===== config.mk =====
export PLATFORM = sky130hd
export DESIGN_NAME = instr_prefetch
export DESIGN_NICKNAME = d
export VERILOG_FILES = /design/src/rtl/instr_prefetch.sv
export SDC_FILE = /design/constraint.sdc
export NUM_CORES = 1
export LEC_CHECK = 0
export CAP_MARGIN = 20
export CORE_MARGIN = 2
export CORE_UTILIZATION = 50
export CTS_BUF_LIST = sky130_fd_sc_hd__clkbuf_8 sky130_fd_sc_hd__clkbuf_16
export DETAILED_ROUTE_END_ITERATION = 12
export GPL_TIMING_DRIVEN = 0
export PLACE_DENSITY = 0.7
export SYNTH_ARGS = -nofsm -noshare
export SYNTH_HDL_FRONTEND = slang
export SYNTH_SLANG_ARGS = --single-unit

===== constraint.sdc =====
create_clock -name clk -period 2.9 [get_ports clk]
set_input_delay 0.435 -clock clk [delete_from_list [all_inputs] [get_ports clk]]
set_output_delay 0.435 -clock clk [all_outputs]
set_load 0.005 [all_outputs]

===== src/rtl/instr_prefetch.sv =====
// instr_prefetch -- instruction prefetch unit with a small FIFO.
//
// The unit fetches sequential instruction words from a one-cycle-latency
// instruction memory and queues them in a FIFO for the consumer. A redirect
// flushes the queue, drops any response in flight, and restarts fetching at
// the new address after a one-cycle FLUSH bubble.
//
// Optional feature: define INSTR_PREFETCH_PERF_EN to add the fetch_count and
// flush_count performance counters as extra output ports.
//
// Parameters
//   XLEN      address / instruction width
//   DEPTH     FIFO entries, power of two, 2..64
//   RESET_PC  first fetch address after reset
//
// Ports
//   clk            clock, rising edge
//   reset_n        asynchronous active-low reset
//   imem_req       fetch request valid this cycle
//   imem_address   word-aligned fetch address
//   imem_data_out  instruction word, valid the cycle after its request
//   instr_valid    FIFO head holds an instruction
//   instr          FIFO head instruction
//   instr_pc       address of the FIFO head instruction
//   instr_ready    consumer accepts the head this cycle
//   redirect       flush and restart fetch
//   redirect_pc    restart address, bits [1:0] ignored
//   fetch_count    (perf build) issued requests, saturating
//   flush_count    (perf build) redirects seen, saturating
//
// state | meaning
// ------+-------------------------------------------------------------
// BOOT  | first cycle after reset release, no fetch yet
// RUN   | fetching while FIFO occupancy plus in-flight leaves room
// FLUSH | one-cycle bubble after a redirect, requests and data ignored
module instr_prefetch #(
  parameter int              XLEN     = 32,
  parameter int              DEPTH    = 4,
  parameter logic [XLEN-1:0] RESET_PC = XLEN'('h1000)
) (
  input  logic            clk,
  input  logic            reset_n,
  output logic            imem_req,
  output logic [XLEN-1:0] imem_address,
  input  logic [XLEN-1:0] imem_data_out,
  output logic            instr_valid,
  output logic [XLEN-1:0] instr,
  output logic [XLEN-1:0] instr_pc,
  input  logic            instr_ready,
  input  logic            redirect,
  input  logic [XLEN-1:0] redirect_pc
`ifdef INSTR_PREFETCH_PERF_EN
  ,
  output logic [31:0]     fetch_count,
  output logic [31:0]     flush_count
`endif
);

  localparam int PTR_W = (DEPTH > 1) ? $clog2(DEPTH) : 1;
  localparam int CNT_W = PTR_W + 1;
  localparam int OCC_W = CNT_W + 1;
  localparam logic [OCC_W-1:0] DEPTH_LIM = OCC_W'(DEPTH);

  typedef enum logic [1:0] {
    BOOT  = 2'd0,
    RUN   = 2'd1,
    FLUSH = 2'd2
  } state_t;

  state_t            state_q;
  state_t            state_d;
  logic [XLEN-1:0]   pc_q;
  logic              inflight_q;
  logic [XLEN-1:0]   inflight_pc_q;
  logic [XLEN-1:0]   mem_instr [DEPTH];
  logic [XLEN-1:0]   mem_pc    [DEPTH];
  logic [PTR_W-1:0]  wr_ptr_q;
  logic [PTR_W-1:0]  rd_ptr_q;
  logic [CNT_W-1:0]  count_q;
  logic [OCC_W-1:0]  occupancy;
  logic              push;
  logic              pop;
  logic              unused_redirect_lsb;

  assign unused_redirect_lsb = ^redirect_pc[1:0];

  // Occupancy as seen at the start of the cycle plus the response that is
  // still on its way; a new request is only safe if that leaves a free slot.
  assign occupancy = {1'b0, count_q} + {{CNT_W{1'b0}}, inflight_q};

  always_ff @(posedge clk or negedge reset_n) begin
    if (!reset_n) begin
      state_q <= BOOT;
    end else begin
      state_q <= state_d;
    end
  end

  always_comb begin
    state_d  = state_q;
    imem_req = 1'b0;
    case (state_q)
      BOOT: begin
        state_d = redirect ? FLUSH : RUN;
      end
      RUN: begin
        imem_req = (occupancy < DEPTH_LIM);
        if (redirect) begin
          state_d = FLUSH;
        end
      end
      FLUSH: begin
        state_d = redirect ? FLUSH : RUN;
      end
      default: begin
        state_d = BOOT;
      end
    endcase
  end

  assign imem_address = pc_q;

  // A response is written only if neither its request cycle nor its own
  // cycle saw a redirect; the request-cycle case is folded into inflight_q.
  assign push        = inflight_q && !redirect;
  assign instr_valid = (count_q != '0);
  assign pop         = instr_valid && instr_ready && !redirect;
  assign instr       = instr_valid ? mem_instr[rd_ptr_q] : '0;
  assign instr_pc    = instr_valid ? mem_pc[rd_ptr_q]    : '0;

  always_ff @(posedge clk or negedge reset_n) begin
    if (!reset_n) begin
      pc_q          <= RESET_PC;
      inflight_q    <= 1'b0;
      inflight_pc_q <= '0;
    end else begin
      inflight_q    <= imem_req && !redirect;
      inflight_pc_q <= pc_q;
      if (redirect) begin
        pc_q <= {redirect_pc[XLEN-1:2], 2'b00};
      end else if (imem_req) begin
        pc_q <= pc_q + XLEN'(4);
      end
    end
  end

  always_ff @(posedge clk or negedge reset_n) begin
    if (!reset_n) begin
      wr_ptr_q <= '0;
      rd_ptr_q <= '0;
      count_q  <= '0;
      for (int i = 0; i < DEPTH; i++) begin
        mem_instr[i] <= '0;
        mem_pc[i]    <= '0;
      end
    end else if (redirect) begin
      wr_ptr_q <= '0;
      rd_ptr_q <= '0;
      count_q  <= '0;
    end else begin
      if (push) begin
        mem_instr[wr_ptr_q] <= imem_data_out;
        mem_pc[wr_ptr_q]    <= inflight_pc_q;
        wr_ptr_q            <= wr_ptr_q + PTR_W'(1);
      end
      if (pop) begin
        rd_ptr_q <= rd_ptr_q + PTR_W'(1);
      end
      case ({push, pop})
        2'b10:   count_q <= count_q + CNT_W'(1);
        2'b01:   count_q <= count_q - CNT_W'(1);
        default: count_q <= count_q;
      endcase
    end
  end

`ifdef INSTR_PREFETCH_PERF_EN
  always_ff @(posedge clk or negedge reset_n) begin
    if (!reset_n) begin
      fetch_count <= '0;
      flush_count <= '0;
    end else begin
      if (imem_req && (fetch_count != 32'hFFFF_FFFF)) begin
        fetch_count <= fetch_count + 32'd1;
      end
      if (redirect && (flush_count != 32'hFFFF_FFFF)) begin
        flush_count <= flush_count + 32'd1;
      end
    end
  end
`endif

endmodule


==> flow_summary_export.csv <==
group,metric,value,unit
worst_setup_path,critPathMaxFanout,10,
sta,maxSlewHeadroom,46.8,%
finish,area_growth,24.2,%
worst_setup_path,worstPathCellList,"nor3b_1 -> clkbuf_4 -> nand2_1 -> inv_1 -> clkdlybuf4s50_1",
grt,grt_use_total,21.8,%
sta,finalHoldViolCount,0,
synth,synth_fa_ha_area_share,0.582,%
sta,period_minus_slack,2.86,ns
placed_design,gp_congestion,0.831,
floorplan,die_h,172,microns
power,pwr-share-seq,39.0,%
power,p_int,10.9,mW
floorplan,ios,166,
synth,ys_ff_latch,318,
detailed_routing,drt_iter0_markers,456,
worst_setup_path,required,2.47,ns
worst_setup_path,crit_family,"buffers and inverters",
placed_design,place_inst,1522,
grt,grt_pass1_wl,50100,microns
finish,fin_util,63.3,%
synth,yosysWarnings,0,
sta,drv_slew,0,
synth,ys_top_cells_by_count,"dfrtp_1, mux2_2, and2_1",
clocking,cts-root-buf,"clkbuf_16",
detailed_routing,vias,8885,
synth,avgSynthCellArea,14.5,sq um
grt,antenna_found_initial,0,
detailed_routing,ant_nets,0,
clocking,clock-sinks,318,
synth,synthCells,980,
detailed_routing,wl_per_cell,19.7,microns
synth,synth_simple_gate_area_share,8.03,%
floorplan,core,27900,sq um
sta,fin_setup_tns,0,ns
synth,synth_top_area_share,55.9,%
synth,synthXorXnorAreaFrac,0.740,%
synth,yosysTopAreaCell,"dfrtp_1",
finish,final_cell_count_no_fill,1584,
clocking,htree_levels,2,
synth,synthTopCellsByArea,"dfrtp_1, mux2_2, mux4_2",
power,p_clk_share,30.1,%
sta,max_clock_freq,0.350,GHz
finish,drive_gt1_share,33.7,%
clocking,clk_latency,0.51,ns
clocking,cts_buffers,36,
placed_design,dpl.hpwl,20700,microns
synth,synth_mux_area_share,29.9,%
grt,grt_pass1_vias,9295,
floorplan,die_area,29800,sq um
worst_setup_path,crit_buf_inv,3,
power,ir_worst_vdd,0.393,mV
worst_setup_path,endpoint_kind,"primary output",
hold_path,min_path_type,"flip-flop to flip-flop",
synth,yosysMostFrequentCell,"dfrtp_1",
sta,grt_setup_unrepaired,"true",
synth,synth_edf_count,0,
clocking,cts.reportedPaths.clkPinSlew,0.06,ns
grt,grt_max_degree,124,
synth,yosysSeqAreaShare,56.1,%
power,power_density,842,nW/um^2
placed_design,preCtsSetupSlack,-0.421,ns
synth,synth_compound_area_share,2.58,%
grt,overflow,0,
floorplan,die_x,172,microns
clocking,cts_tree,"built",
power,swShare,26.5,%
outcome,status,"finished clean",
synth,synth_top_family_by_area,"multiplexers",
power,p_sw,3.93,mW
synth,synthesis.area,14200,sq um
worst_setup_path,path_class,"flip-flop to primary output",
worst_setup_path,startpoint_type,"flip-flop",
detailed_routing,post-route-drc-count,0,
placed_design,numPortBuffers,159,
sta,worst_slack,0.0422,ns
synth,ys_types,44,
sta,tightestPinTransition,0.791,ns
finish,antenna_cells,0,
power,combPwrFrac,30.9,%
sta,period_share,98.5,%
clocking,max-clock-path-buffers,3,
power,leakagePower,7.86,nW
finish,nets,1255,
detailed_routing,drt-pass1-iter-count,4,
worst_setup_path,slowest_delay,0.51,ns
flow_run,maxCapViolCount,0,
worst_setup_path,slowest_stage,"clkdlybuf4s50_1",
floorplan,std_cell_rows,61,
detailed_routing,viasPerCell,5.61,
sta,skew,0.0148,ns
floorplan,initial_core_util,50.9,%
sta,finalSetupViolations,0,
detailed_routing,routed_wl,31200,microns
worst_setup_path,cp.arrival,2.42,ns
synth,ys.flop_type,"dfrtp_1",
synth,ys_async_sr_fraction,100,%
[area by class of cell]
class,count,area (sq um)
plain buffers,59,332
clock buffers,43,1010
clock inverters,20,174
fillers,2120,10200
inverters,7,26.3
multi-input cells,594,5950
flip-flops and latches,318,7960
well taps,378,473
repair buffers,165,1700
[timing repair]
item                       in CTS  in global routing
gates resized for setup        28                 16
setup buffers                   3                  0
hold endpoints to repair       79                  0
setup endpoints to repair      64                 48
pin swaps                       0                  1
hold buffers                    1                  0
[per-stage QoR]
stage	area, sq um	power, mW	hold slack [ns]
global route	17600	15.7	0.488
detailed placement	16300	10.3	0.460
floorplan	14200	8.28	0.139
global placement	16300	10.2	0.454
finish	17600	14.8	0.465
CTS	17600	15.0	0.469
[power groups by stage]
| stage | Sequential, mW | Clock, mW | Combinational, mW |
|---|---|---|---|
| 6_report | 5.79 | 4.47 | 4.58 |
| 2_1_floorplan | 5.65 | 0 | 2.63 |
| 3_5_place_dp | 5.83 | 0 | 4.51 |
| 5_1_grt | 5.90 | 4.77 | 5.00 |
| 3_3_place_gp | 5.81 | 0 | 4.43 |
| 4_1_cts | 5.78 | 4.59 | 4.62 |
[state kept, by name, indices dropped and copies added (netlist names)]
signal / count
state_q: 2
imem_address: 30
mem_pc: 120
inflight_q: 1
rd_ptr_q: 2
wr_ptr_q: 2
count_q: 3
inflight_pc_q: 30
mem_instr: 128
[cells by family after synthesis]
kind of cell / after synthesis
flip-flops: 318
multiplexers: 315
AND/OR/NAND/NOR: 199
buffers and inverters: 71
AO/OA/AOI/OAI: 58
XOR/XNOR: 12
adder cells (fa/ha/maj): 6
other: 1
[per-layer routing]
metal,GRT usage [%],up-vias,wire length [microns]
li1,-,4040,-
met1,30.5,4588,14200
met2,35.6,221,15000
met3,4.28,36,1530
met4,5.12,0,489
met5,0,-,0
[path summary, 6_finish.rpt]
check,to,cells past startpoint,slack [ns],startpoint
worst max-delay path,imem_req,5,0.04,count_q[2]$_DFFE_PN0P_
worst min-delay path,inflight_pc_q[30]$_DFF_PN0_,0,0.47,imem_address[30]$_DFFE_PN0P_
worst max register to register,count_q[2]$_DFFE_PN0P_,7,0.47,count_q[0]$_DFFE_PN0P_
worst min register to register,inflight_pc_q[30]$_DFF_PN0_,0,0.47,imem_address[30]$_DFFE_PN0P_
max in group asynchronous,rd_ptr_q[0]$_DFFE_PN0P_,3,1.35,reset_n
min in group asynchronous,mem_instr[105]$_DFFE_PN0P_,2,0.50,reset_n
[layout by cell type (no fill, tap or decap), drive strengths merged, types with 2 or more instances in the layout]
master and n:
a21oi 4, a31oi 16, and2 65, and3 7, and4 5, buf 19
bufinv 3, clkbuf 89, clkdlybuf4s50 158, clkinv 9, conb 4, dfrtp 317
ha 5, inv 15, mux2 249, mux2i 4, mux4 62, nand2 25
nand3 20, nand4 12, nor2 26, nor2b 6, nor3 2, nor3b 2
nor4 6, o21ai 19, o31a 2, o31ai 13, or2 3, or3 4
or4 14, xnor2 4, xor2 8
Power figures use the tool's default switching activity.
